==> src/rtl/fir_sample_feeder_if.sv <==
// Sample-feeder bus: upstream valid/ready push side, FIR-facing issue side, status.
// Latency: none (wires only).
// Backpressure: s_ready is driven by the feeder; valid_in is a pulse with no ready.
//
// Macro FIR_FEEDER_LOCKSTEP_EN adds fir_valid_out (FIR result strobe back to the feeder).
// master: producer/controller side.  slave: the feeder itself.
interface fir_sample_feeder_if #(
    parameter int DEPTH = 8
) ();
    logic                     s_valid;
    logic [7:0]               s_data;
    logic                     s_ready;
    logic                     run;
    logic                     valid_in;
    logic [7:0]               x;
    logic [$clog2(DEPTH):0]   fifo_count;
    logic                     busy;
`ifdef FIR_FEEDER_LOCKSTEP_EN
    logic                     fir_valid_out;

    modport master (
        output s_valid, s_data, run, fir_valid_out,
        input  s_ready, valid_in, x, fifo_count, busy
    );
    modport slave (
        input  s_valid, s_data, run, fir_valid_out,
        output s_ready, valid_in, x, fifo_count, busy
    );
`else
    modport master (
        output s_valid, s_data, run,
        input  s_ready, valid_in, x, fifo_count, busy
    );
    modport slave (
        input  s_valid, s_data, run,
        output s_ready, valid_in, x, fifo_count, busy
    );
`endif
endinterface

==> src/rtl/fir_sample_feeder.sv <==
// Buffers 8-bit samples and issues them to the FIR as valid_in/x pulses >= SPACING cycles apart.
// Latency: sample pushed at edge E0 with run=1 and idle FSM -> valid_in/x registered at E1.
// Backpressure: s_ready = occupancy < DEPTH (no bypass when full); low while reset is held.
//
// Ports: clock, reset (async, active-low), bus (fir_sample_feeder_if.slave):
//   s_valid/s_data/s_ready push side, run issue enable, valid_in/x to FIR, fifo_count, busy.
// Optional: FIR_FEEDER_LOCKSTEP_EN also waits for a fir_valid_out strobe before the next issue.
module fir_sample_feeder #(
    parameter int DEPTH   = 8,
    parameter int SPACING = 10,
    parameter int CW      = 4
) (
    input  logic                clock,
    input  logic                reset,
    fir_sample_feeder_if.slave  bus
);

    localparam int             AW       = $clog2(DEPTH);
    localparam logic [AW:0]    FULL_CNT = (AW+1)'(DEPTH);
    localparam logic [AW:0]    ONE_CNT  = (AW+1)'(1);
    localparam logic [CW-1:0]  GAP_LOAD = CW'(SPACING - 2);

    typedef enum logic [1:0] {
        IDLE  = 2'd0,
        ISSUE = 2'd1,
        WAIT  = 2'd2
    } state_t;

    state_t          state_q, state_d;
    logic [AW-1:0]   wr_ptr_q, wr_ptr_d;
    logic [AW-1:0]   rd_ptr_q, rd_ptr_d;
    logic [AW:0]     count_q, count_d;
    logic [CW-1:0]   gap_q, gap_d;
    logic            valid_in_q, valid_in_d;
    logic [7:0]      x_q, x_d;
    logic [7:0]      mem_q [DEPTH];

    logic            fifo_empty;
    logic            push;
    logic            pop;
    logic            lock_ok;

    assign fifo_empty = (count_q == '0);
    // Ready looks only at the registered count, so a full FIFO refuses a push
    // even in the cycle it pops.
    assign push       = bus.s_valid && (count_q != FULL_CNT);

`ifdef FIR_FEEDER_LOCKSTEP_EN
    // Sticky "FIR has produced its result since the last issue"; the live strobe
    // counts too so the issue can follow it on the very next edge.
    logic seen_q, seen_d;

    assign lock_ok = seen_q || bus.fir_valid_out;

    always_comb begin
        seen_d = lock_ok;
        if (pop) begin
            seen_d = 1'b0;
        end
    end

    always_ff @(posedge clock or negedge reset) begin
        if (!reset) begin
            seen_q <= 1'b0;
        end else begin
            seen_q <= seen_d;
        end
    end
`else
    assign lock_ok = 1'b1;
`endif

    always_comb begin
        state_d    = state_q;
        gap_d      = gap_q;
        valid_in_d = 1'b0;
        x_d        = x_q;
        pop        = 1'b0;

        case (state_q)
            IDLE: begin
                if (!fifo_empty && bus.run) begin
                    state_d = ISSUE;
                end
            end
            ISSUE: begin
                // ISSUE and the load edge account for two of the SPACING cycles.
                state_d = WAIT;
                gap_d   = GAP_LOAD;
            end
            WAIT: begin
                if (gap_q != '0) begin
                    gap_d = gap_q - CW'(1);
                end else if (lock_ok) begin
                    state_d = (!fifo_empty && bus.run) ? ISSUE : IDLE;
                end
            end
            default: begin
                state_d = IDLE;
            end
        endcase

        // Outputs and the pop are taken on the edge that enters ISSUE, so the
        // pulse coincides with the ISSUE cycle.
        if (state_d == ISSUE) begin
            pop        = 1'b1;
            valid_in_d = 1'b1;
            x_d        = mem_q[rd_ptr_q];
        end
    end

    always_comb begin
        wr_ptr_d = wr_ptr_q;
        rd_ptr_d = rd_ptr_q;
        count_d  = count_q;
        if (push) begin
            wr_ptr_d = wr_ptr_q + AW'(1);
        end
        if (pop) begin
            rd_ptr_d = rd_ptr_q + AW'(1);
        end
        case ({push, pop})
            2'b10:   count_d = count_q + ONE_CNT;
            2'b01:   count_d = count_q - ONE_CNT;
            default: count_d = count_q;
        endcase
    end

    always_ff @(posedge clock or negedge reset) begin
        if (!reset) begin
            state_q    <= IDLE;
            wr_ptr_q   <= '0;
            rd_ptr_q   <= '0;
            count_q    <= '0;
            gap_q      <= '0;
            valid_in_q <= 1'b0;
            x_q        <= '0;
        end else begin
            state_q    <= state_d;
            wr_ptr_q   <= wr_ptr_d;
            rd_ptr_q   <= rd_ptr_d;
            count_q    <= count_d;
            gap_q      <= gap_d;
            valid_in_q <= valid_in_d;
            x_q        <= x_d;
        end
    end

    // Storage needs no reset: entries are only read below the registered count.
    always_ff @(posedge clock) begin
        if (push) begin
            mem_q[wr_ptr_q] <= bus.s_data;
        end
    end

    assign bus.s_ready    = reset && (count_q != FULL_CNT);
    assign bus.valid_in   = valid_in_q;
    assign bus.x          = x_q;
    assign bus.fifo_count = count_q;
    assign bus.busy       = (state_q != IDLE) || !fifo_empty;

endmodule

==> src/flat_wrapper.sv <==
// flat-port wrapper written by rule: the top's interface ports become plain ports
module fir_sample_feeder_flat 
#(
    parameter int DEPTH   = 8,
    parameter int SPACING = 10,
    parameter int CW      = 4
)
  (clock, reset, bus_s_valid, bus_s_data, bus_run, bus_s_ready, bus_valid_in, bus_x, bus_fifo_count, bus_busy);
  fir_sample_feeder_if #(.DEPTH(DEPTH)) bus_i ();
  input  logic clock;
  input  logic reset;
  input wire logic [$bits(bus_i.s_valid)-1:0] bus_s_valid;
  input wire logic [$bits(bus_i.s_data)-1:0] bus_s_data;
  input wire logic [$bits(bus_i.run)-1:0] bus_run;
  output wire logic [$bits(bus_i.s_ready)-1:0] bus_s_ready;
  output wire logic [$bits(bus_i.valid_in)-1:0] bus_valid_in;
  output wire logic [$bits(bus_i.x)-1:0] bus_x;
  output wire logic [$bits(bus_i.fifo_count)-1:0] bus_fifo_count;
  output wire logic [$bits(bus_i.busy)-1:0] bus_busy;
  assign bus_i.s_valid = bus_s_valid;
  assign bus_i.s_data = bus_s_data;
  assign bus_i.run = bus_run;
  assign bus_s_ready = bus_i.s_ready;
  assign bus_valid_in = bus_i.valid_in;
  assign bus_x = bus_i.x;
  assign bus_fifo_count = bus_i.fifo_count;
  assign bus_busy = bus_i.busy;
  fir_sample_feeder #(.DEPTH(DEPTH), .SPACING(SPACING), .CW(CW)) u_core (.clock(clock), .reset(reset), .bus(bus_i));
endmodule
==> config.mk <==
export PLATFORM = sky130hd
export DESIGN_NAME = fir_sample_feeder_flat
export DESIGN_NICKNAME = d
export VERILOG_FILES = /design/src/rtl/fir_sample_feeder_if.sv /design/src/rtl/fir_sample_feeder.sv /design/src/flat_wrapper.sv
export SDC_FILE = /design/constraint.sdc
export NUM_CORES = 1
export LEC_CHECK = 0
export ABC_AREA = 0
export CAP_MARGIN = 10
export CORE_MARGIN = 3
export CORE_UTILIZATION = 60
export DETAILED_ROUTE_END_ITERATION = 16
export PLACE_DENSITY = 0.85
export REMOVE_ABC_BUFFERS = 1
export SYNTH_ARGS = -nofsm -noshare
export SYNTH_HDL_FRONTEND = slang
export SYNTH_SLANG_ARGS = --single-unit
==> constraint.sdc <==
create_clock -name clock -period 6.81 [get_ports clock]
set_input_delay 0.681 -clock clock [delete_from_list [all_inputs] [get_ports clock]]
set_output_delay 0.681 -clock clock [all_outputs]
set_load 0.01 [all_outputs]
# ---- After elaboration in Yosys (flattened, before gate mapping)
# Memory sizes are Yosys's and may differ from the RTL's. A register that Yosys moved wholly into a read port is not among the register bits.
# Index checks and enable logic that the tools add are counted.
dict set report op_classes {
  n_reduce_logical 13
  eq_ne 7
  n_mux 10
  addsub 5
}
# op n
set op_table {}
lappend op_table {{4-bit case mux with 2 select lines} 2}
lappend op_table {{4-bit by 1-bit subtractor with 4-bit output (second input constant)} 2}
lappend op_table {{3-bit by 1-bit adder with 3-bit output (second input constant)} 2}
lappend op_table {{2-bit by 1-bit equality test with 1-bit output (second input constant)} 3}
lappend op_table {{2-bit case mux with 3 select lines} 1}
lappend op_table {{2-bit nonzero test} 3}
lappend op_table {{4-bit by 1-bit adder with 4-bit output (second input constant)} 1}
lappend op_table {{2-bit equality test (second input constant)} 2}
lappend op_table {{4-bit logical NOT} 1}
lappend op_table {{1-bit two-way mux} 4}
lappend op_table {{2-bit two-way mux} 2}
lappend op_table {{4-bit two-way mux} 1}
lappend op_table {{4-bit != test (second input constant)} 1}
lappend op_table {{4-bit nonzero test} 1}
lappend op_table {{1-bit logical AND} 3}
lappend op_table {{1-bit logical NOT} 2}
lappend op_table {{2-bit logical NOT} 1}
lappend op_table {{2-bit by 1-bit != test with 1-bit output (second input constant)} 1}
lappend op_table {{2-bit AND reduction} 1}
lappend op_table {{1-bit logical OR} 1}
dict set report totals {
  ram_bits 64
  out_inout_bits 15
  elab_cells 42
  n_memories 1
  inputBits 12
  ff_bits 17
}
# memory depth width read_ports rd_ports_with_merged_regs wr line
set mem_list {}
lappend mem_list {u_core.mem_q 8 8 1 1 1 fir_sample_feeder.sv:36} ;# logic [7:0] mem_q [DEPTH];

# ---- Logic depth before layout (Yosys ltp)
# Gate-level depths: netlist of run 1.
dict set report depth {
  ltp_word 10
  depth_mapped 12
  mapped_depth_nobuf 10
}

# ---- Least setup slack after synthesis of run 1
# OpenSTA, ideal clock, no wires.
dict set report synth_timing {
  kind {register -> register}
  from {register u_core.gap_q[0]}
  to {register u_core.count_q[3] (netlist: u_core.bus.fifo_count[3])}
  setup_slack_ns 4.067
  arrival_time_ns 2.627
  period_less_slack_ns 2.743
  setup_ns 0.116
  path_stages_with_launch 12
  path_cell_list {dfrtp_1 > inv_1 > ha_1 > or3b_1 > clkbuf_2 > a211oi_2 > buf_4 > ha_1 > ha_1 > a21oi_1 > o21ai_0 > o311ai_0}
}
dict set report synth_via {
  elab_chain_cells 7
  elab_cells_between_ends 9
  cone_classes {eq/ne (3); mux (4); reduce/logical (2)}
}
# item line
set synth_rtl {}
lappend synth_rtl {{start, declared} fir_sample_feeder.sv:33} ;# logic [CW-1:0] gap_q, gap_d;
lappend synth_rtl {{start signal, assigned} fir_sample_feeder.sv:143} ;# gap_q <= gap_d;
lappend synth_rtl {{4-bit nonzero test (*)} fir_sample_feeder.sv:92} ;# if (gap_q != '0) begin
lappend synth_rtl {{2-bit two-way mux (*)} fir_sample_feeder.sv:92}
lappend synth_rtl {{2-bit case mux with 3 select lines (*)} fir_sample_feeder.sv:80} ;# case (state_q)
lappend synth_rtl {{2-bit by 1-bit equality test with 1-bit output (*)} fir_sample_feeder.sv:105} ;# if (state_d == ISSUE) begin
lappend synth_rtl {{1-bit two-way mux (*)} fir_sample_feeder.sv:105}
lappend synth_rtl {{net u_core.pop} fir_sample_feeder.sv:40} ;# logic pop;
lappend synth_rtl {{2-bit by 1-bit equality test with 1-bit output / 2-bit equality test (equally long branches)} fir_sample_feeder.sv:122} ;# case ({push, pop})
lappend synth_rtl {{4-bit case mux with 2 select lines / 2-bit nonzero test (equally long branches)} --}
lappend synth_rtl {{end signal, assigned} fir_sample_feeder.sv:142} ;# count_q <= count_d;
lappend synth_rtl {{end, declared} fir_sample_feeder.sv:32} ;# logic [AW:0] count_q, count_d;
# Mark *: on every way through the listed nets, which the timed path passes. The rest lies on a longest branch.
# A chain may end at the register's enable or synchronous reset.

# ---- Worst setup path after layout of run 1
dict set report layout_timing {
  from {register u_core.gap_q[0]}
  to {register u_core.count_q[3] (netlist: u_core.bus.fifo_count[3])}
}
dict set report layout_via {
  elab_chain_cells 7
  elab_cells_between_ends 9
  cone_classes {eq/ne (3); mux (4); reduce/logical (2)}
}
# item line
set layout_rtl {}
lappend layout_rtl {{4-bit nonzero test (*)} fir_sample_feeder.sv:92}
lappend layout_rtl {{2-bit two-way mux (*)} fir_sample_feeder.sv:92}
lappend layout_rtl {{2-bit case mux with 3 select lines (*)} fir_sample_feeder.sv:80}
lappend layout_rtl {{2-bit by 1-bit equality test with 1-bit output (*)} fir_sample_feeder.sv:105}
lappend layout_rtl {{1-bit two-way mux (*)} fir_sample_feeder.sv:105}
lappend layout_rtl {{2-bit by 1-bit equality test with 1-bit output / 2-bit equality test (equally long branches)} fir_sample_feeder.sv:122}
lappend layout_rtl {{4-bit case mux with 2 select lines / 2-bit nonzero test (equally long branches)} --}
# Every way passes the cells marked *; elsewhere a longest branch is shown, timed or not.

==> run summary, run 1 <==
In the routed design, unresolved DRC markers number 0. The register clock-pin slew on the reported worst setup and hold paths works out to 0.09 ns. For the initial core utilization, the log shows 64.4%. The area overhead of the layout relative to synthesis works out to 13.5%. For this block, the initial DRC count from the detailed router was 153. The library cells used most frequently in the layout, excluding fill and tap cells, are sky130_fd_sc_hd__edfxtp_1, sky130_fd_sc_hd__clkdlybuf4s50_1, sky130_fd_sc_hd__dfrtp_1.

The tree built by TritonCTS fans out to 89 sinks. The number of buffers inserted for hold repair after clock tree synthesis was 0; the number of distinct library cells after synthesis was 38. Once layout is done, the placed cells without fillers occupy 4170 µm².

Clock tree synthesis selected as its root buffer the cell sky130_fd_sc_hd__clkbuf_8. The count of instances resized after the clock tree is built came out at 0. The number of synthesis warnings is 0, and the total power density per cell area is 424 nW/µm².

Summing internal, switching and leakage power gives 0.00177 W. In this run the standard cell core region covers 5710 µm². For the source-to-sink clock delay at the later pin of the worst-skew pair, the log shows 0.35 ns. The pre-antenna-repair detailed-routing pass consisted of 6 iterations.

The depth of the CTS H-tree came out at 3. Leaving out fill and tap cells, the most frequent cell in the layout is sky130_fd_sc_hd__edfxtp_1. The floorplan step defined a die boundary enclosing 7100 µm². Setup total negative slack on the finished layout was measured at 0 ns. For the number of antenna violations at the first check in global routing, the log shows 0.

The run finished with clean final reports. For this block, the routed nets add up to 6260 µm of wire. The synthesized netlist occupies a cell area of 3680 µm². The width of the chip came out at 84.3 µm. In this run the worst path has a maximum fanout of 21. The logs give 2 for the maximum buffer depth of the clock tree and 0 for the total of max-cap violations. Global-route wire length before repair: 10500 µm. The boundary pin count was 27; the count of standard-cell rows was 27. The via-per-instance ratio was 5.92; the final weighted congestion in routability-driven placement was 0.741. The kind of path behind the tightest hold check is flip-flop to flip-flop. The worst register-to-register path has a setup slack of 3.66 ns. The post-synthesis instance total came out at 228. The element type at the critical path end was a flip-flop. Entering global routing, the biggest net connects 27 pins. The cell leakage power came out at 1.50 nW.

The detailed router placed 1982 vias in this run. TritonCTS built the clock tree. Number of global-route vias before repair: 2003. In the final routed layout, each cell accounts on average for 18.7 µm. Buffers placed on the I/O ports in this run total 26. The tools report the data arrival time of the critical path as 3.39 ns.

The critical path is of the flip-flop to flip-flop type. For the number of setup buffers added after CTS, the log shows 0. The critical path data required time was 7.05 ns. Counting flops and latches in the post-synthesis netlist gives 89.

For the post-layout net count, the log shows 278. Setup repair after global routing left no endpoint under its margin. IR analysis of the VDD net gives a maximum drop of 215 µV. Across the routed clock network, the largest skew measured is 0.0100 ns. Based on the critical path, the design can be clocked at up to 318 MHz. Minimum clock period after layout: 3.15 ns. The sum of overflow across all layers after global routing was 0; the sum of net half-perimeters after detailed placement was 4010 µm. At the pin with the least slew margin, the transition time is 1.07 ns.

The die is 84.3 µm tall. Headroom to the max-slew limit came out at 28.4%. The cell area after placement was 3990 µm².

The final number of hold-violating endpoints was 0; the sequential share of the synthesized area was 69.3%. Category of the worst setup path launch point: a flip-flop. After layout, the worst path uses 46.2% of the clock period. Setup violations remaining at the end of the flow were counted as 0. The layout cell share with drive strength beyond 1 is 14.1%, and the number of antenna repair diodes is 0. Global routing used 19.7% of the available tracks. The total count of max-transition violations in the final report was 0.

The synthesized area divided by synthesized cell count is 16.1 µm². The TritonCTS buffer count came out at 9. For the number of nets with antenna violations after detailed routing, the log shows 0.
worst max-delay path: stages (launching register included):
cell and delay (ns):
sky130_fd_sc_hd__dfrtp_1 0.42, sky130_fd_sc_hd__inv_1 0.12, sky130_fd_sc_hd__ha_1 0.17, sky130_fd_sc_hd__or3b_1 0.48, sky130_fd_sc_hd__a211oi_2 0.26, sky130_fd_sc_hd__buf_4 0.29
sky130_fd_sc_hd__ha_1 0.35, sky130_fd_sc_hd__ha_1 0.29, sky130_fd_sc_hd__a21oi_1 0.22, sky130_fd_sc_hd__o21ai_0 0.13, sky130_fd_sc_hd__o311ai_0 0.31
cell families (layout without fill, tap and decap cells):
| logic type | Yosys count | after routing | share of synthesized area (%) |
|---|---|---|---|
| adder cells (fa/ha/maj) | 8 | 8 | 2.93 |
| multiplexers | 26 | 26 | 12.6 |
| flip-flops | 89 | 89 | 69.3 |
| AND/OR/NAND/NOR | 52 | 52 | 6.67 |
| buffers and inverters | 21 | 56 | 2.55 |
| AO/OA/AOI/OAI | 27 | 27 | 4.80 |
| XOR/XNOR | 5 | 5 | 1.19 |
cell type report:
type	count	area [µm²]
inverter	10	37.5
clock buffer	10	128
clock inverter	6	51.3
tap	72	90.1
timing repair buffer	30	285
multi-input combinational	118	1030
fill	339	1540
sequential	89	2550
routing by layer:
metal / vias up / track usage (%) / wire [µm]
met5: - / 0 / 0
met4: 0 / 4.82 / 38
met3: 4 / 5.69 / 383
met2: 59 / 31.3 / 3200
met1: 998 / 27.4 / 2630
li1: 921 / - / -
Yosys cell counts, drive strengths merged:
library cell	count	area share, %
nor4b	1	0.24
o21ai	5	0.68
edfxtp	64	52
or3	1	0.17
dfrtp	25	17
nor3b	1	0.20
or3b	1	0.24
nand3	3	0.41
o41ai	1	0.24
inv	10	1.0
a211oi	2	0.54
xnor2	3	0.71
xor2	2	0.48
fa	1	0.54
a21oi	11	1.5
nand4b	1	0.24
mux2i	9	2.5
a21o	1	0.20
or4b	1	0.27
a221o	1	0.27
a22o	1	0.24
clkbuf	5	0.58
mux4	16	9.8
nor3	5	0.68
a21boi	3	0.61
ha	7	2.4
nand2	17	1.7
mux2	1	0.31
o311ai	1	0.24
buf	6	0.95
nor4	1	0.17
a32o	1	0.27
nor2	16	1.6
nand2b	4	0.68
metrics by stage:
step	worst slack, ns	hold WS, ns	std cells	util [%]
final	3.66	0.537	335	73.1
after global routing	3.41	0.582	335	73.1
after CTS	3.68	0.539	333	72.9
after detailed placement	3.61	0.519	317	69.8
after global placement	3.72	0.508	317	69.8
after floorplan	3.57	0.385	217	-
where the power goes:
part           internal [W]  switching (W)  total [W]  leakage [nW]
registers          0.000714       0.000152   0.000865         0.875
clock network      0.000138       0.000192   0.000330        0.0814
logic              0.000315       0.000260   0.000575         0.542
state kept, by name (all words and copies together), names as in the netlist:
name                   flops
u_core.bus.fifo_count      4
u_core.bus.valid_in        1
u_core.bus.x               8
u_core.gap_q               4
u_core.mem_q              64
u_core.rd_ptr_q            3
u_core.state_q             2
u_core.wr_ptr_q            3
path summary, 6_finish.rpt:
path | from | endpoint | depth (start not counted)
hold reg to reg | u_core.wr_ptr_q[0] | u_core.wr_ptr_q[0] | 2
hold / removal | u_core.wr_ptr_q[0] | u_core.wr_ptr_q[0] | 2
setup / recovery | u_core.gap_q[0] | u_core.bus.fifo_count[3] | 10
setup reg to reg | u_core.gap_q[0] | u_core.bus.fifo_count[3] | 10
min in group asynchronous | reset | u_core.rd_ptr_q[2] | 2
max in group asynchronous | reset | u_core.bus.x[0] | 2
No activity file was read; power rests on OpenSTA's default activity.
==> run 2: changes to the inputs <==
Settings changed: CORE_UTILIZATION 60 to 58, PLACE_DENSITY 0.85 to 0.83.
Clock period 6.81 ns to 3 ns, I/O delays scaled along.
==> run summary, run 2 (synthesis gave the netlist of run 1 again) <==
For this design the ratio of total power to cell area is 964 nW/µm². For the worst-skew pair, the clock arrives at the later sink with an insertion delay of 0.34 ns. Count of instances resized after the clock tree is built: 0. The switching power total is 0.00136 W, and the count of standard-cell rows is 28.

Cells with a size suffix above 1 make up 18.2% of the layout. Leaving out fill and tap cells, the most frequent cells in the layout are sky130_fd_sc_hd__edfxtp_1, sky130_fd_sc_hd__clkdlybuf4s50_1, sky130_fd_sc_hd__dfrtp_1. The count of input and output buffers is 26. Setup violations remaining at the end of the flow were counted as 0.

For this run, the slowest stage of the critical path takes 0.43 ns. Registers are responsible for 45.8% of the overall power. The internal cell power is 0.00278 W. For this design, the CTS-stage hold fixing added 0 buffers.

The worst pin sits at a relative slew slack of 48.8%. The total of max-cap violations is 0, and the via-per-instance ratio is 5.68. The initial core utilization is 61.0%, and the final number of hold-violating endpoints is 0.

The setup path with the least slack is of type flip-flop to flip-flop. The kind of path behind the tightest hold check is input port to asynchronous set/reset pin. The register with the most flip-flops in the layout has 64 of them.

The final-layout setup total negative slack is 0 ns. CTS placed an instance of sky130_fd_sc_hd__clkbuf_8 at the clock tree root. The total area inside the core boundary comes to 6030 µm². The run gives 3.22 ns as the critical path data required time. Across the VDD grid, the largest voltage drop is 648 µV. Setup repair after global routing left no endpoint under its margin. Cells fill 71.2% of the core in the end. Of the total power, the share spent switching nets is 32.8%. Total wire length after detailed routing: 6250 µm. Along the worst path, the maximum fanout reaches 8. The total count of max-transition violations in the final report came out at 0.

The signal on the critical path passes through inv_1 -> ha_1 -> or3b_4 -> a211oi_2 -> ha_2 -> ha_1 -> a21oi_1 -> o21ai_0 -> o311ai_0. The run gives 333 as the instance count after placement with tap cells included. The width of the chip was 85.6 µm.

Dividing the detail-routed wire length by the instance count gives 17.9 µm. The largest net degree at the start of global routing came out at 26. Buffers inserted during clock tree synthesis total 9.

The count of nets left with antenna violations once routing finished came out at 0. For this block, the via count after detailed routing is 1982. The clock period could shrink to 2.75 ns. For the pin with the worst max-slew slack, the measured transition is 0.768 ns. TritonCTS built the clock tree. On the critical path, the stage with the largest delay is an instance of sky130_fd_sc_hd__or3b_4. Of the available clock period, the critical path in the final layout requires 91.7%.

The run gives 2099 as the number of global-route vias before repair. 27 I/O pins were placed. The post-layout net count came out at 289. The register with the most flip-flops is u_core.mem_q. The number of iterations in the first detailed-routing pass is 4. Combinational cells account for 34.7% of the total power. The run gives 179 as the number of violations reported at the end of detailed-routing iteration 0. No sink is reached through more buffers than the 2 on the longest clock path. The logs give 89 for the count of clock tree sinks and 0 for the sum of overflow across all layers after global routing. The final instance count without filler cells was 349. By instance count, the cell type seen most on the critical path is sky130_fd_sc_hd__ha_1. Routability-driven placement finished with a final weighted congestion of 0.755. The tools report the global-route wire length before repair as 10400 µm. Relative to the synthesized area, the layout overhead comes to 16.7%.

The run finished with clean final reports. The clock network burns 19.5% of the power. For the total die area, the log shows 7330 µm². For this run, design rule violations remaining after detail routing come to 0. The library cell used most frequently in the layout, excluding fill and tap cells, is sky130_fd_sc_hd__edfxtp_1. On the final layout, the worst clock skew is 0.00499 ns. For the total global routing track utilization, the log shows 18.8%.

From bottom edge to top edge, the die measures 85.6 µm. The logs give 0 for the number of antenna repair diodes and 4260 µm for the sum of net half-perimeters after detailed placement. Clock-pin slew was measured on the worst setup and hold paths at 0.08 ns. STA classifies the critical path endpoint as a flip-flop. The logs give 0 for the number of antenna violations at the first check in global routing and 2.98 ns for the data arrival time of the critical path. The fmax came out at 363 MHz.

The clock tree synthesis step divided the H-tree into 3 levels. The analysis attributes to cell leakage a power of 1.57 nW. In this run the post-CTS setup repair buffer count came out at 0. STA classifies the critical path startpoint as a flip-flop.
-- run 2: final timing paths --
path	start	cells after the start	end	slack [ns]
setup / recovery	u_core.gap_q[0]	9	u_core.bus.fifo_count[3]	0.25
hold / removal	reset	2	u_core.state_q[0]	0.35
setup reg to reg	u_core.gap_q[0]	9	u_core.bus.fifo_count[3]	0.25
hold reg to reg	u_core.bus.x[3]	2	u_core.bus.x[3]	0.53
max in group asynchronous	reset	2	u_core.bus.valid_in	2.39
min in group clock	u_core.bus.x[3]	2	u_core.bus.x[3]	0.53
-- run 2: critical path, delay by kind of cell (launching register included) --
| family | cells | cell delay (ns) |
|---|---|---|
| adder cells (fa/ha/maj) | 3 | 0.72 |
| AO/OA/AOI/OAI | 4 | 0.96 |
| AND/OR/NAND/NOR | 1 | 0.43 |
| buffers and inverters | 1 | 0.11 |
| flip-flops | 1 | 0.42 |
-- run 2: stage by stage --
| stage | setup WS (ns) | hold slack [ns] | instance area, µm² | total power [W] |
|---|---|---|---|---|
| 2_1_floorplan | -0.244 | 0.00441 | 3620 | 0.00280 |
| 3_3_place_gp | 0.300 | 0.504 | 4090 | 0.00328 |
| 3_5_place_dp | 0.153 | 0.513 | 4090 | 0.00336 |
| 4_1_cts | 0.122 | 0.350 | 4290 | 0.00417 |
| 5_1_grt | 0.0393 | 0.380 | 4290 | 0.00441 |
| 6_report | 0.249 | 0.349 | 4290 | 0.00414 |
-- run 2: layer usage --
layer | GRT usage (%) | wire (µm) | vias to the layer above
li1 | - | - | 946
met1 | 24.7 | 2620 | 999
met2 | 31.4 | 3410 | 33
met3 | 4.61 | 192 | 4
met4 | 5.90 | 36 | 0
met5 | 0 | 0 | -
-- run 2: power groups by stage --
stage	clock network (W)	logic, W	registers, W
after floorplan	0	0.000859	0.00194
after global placement	0	0.00138	0.00190
after detailed placement	0	0.00144	0.00192
after CTS	0.000827	0.00145	0.00189
after global routing	0.000879	0.00160	0.00194
final	0.000807	0.00144	0.00189
-- run 2: layout make-up --
class / count / area (µm²)
sequential: 89 / 2550
fill: 384 / 1730
multi-input combinational: 118 / 1040
timing repair buffer: 41 / 373
clock buffer: 9 / 124
tap: 75 / 93.8
clock inverter: 7 / 76.3
inverter: 10 / 37.5
==> run 3: changes to the inputs <==
Settings changed: SKIP_LAST_GASP set to 1.
==> results of run 3 <==
Final layout, timing and power as in run 2 (identical DEF).
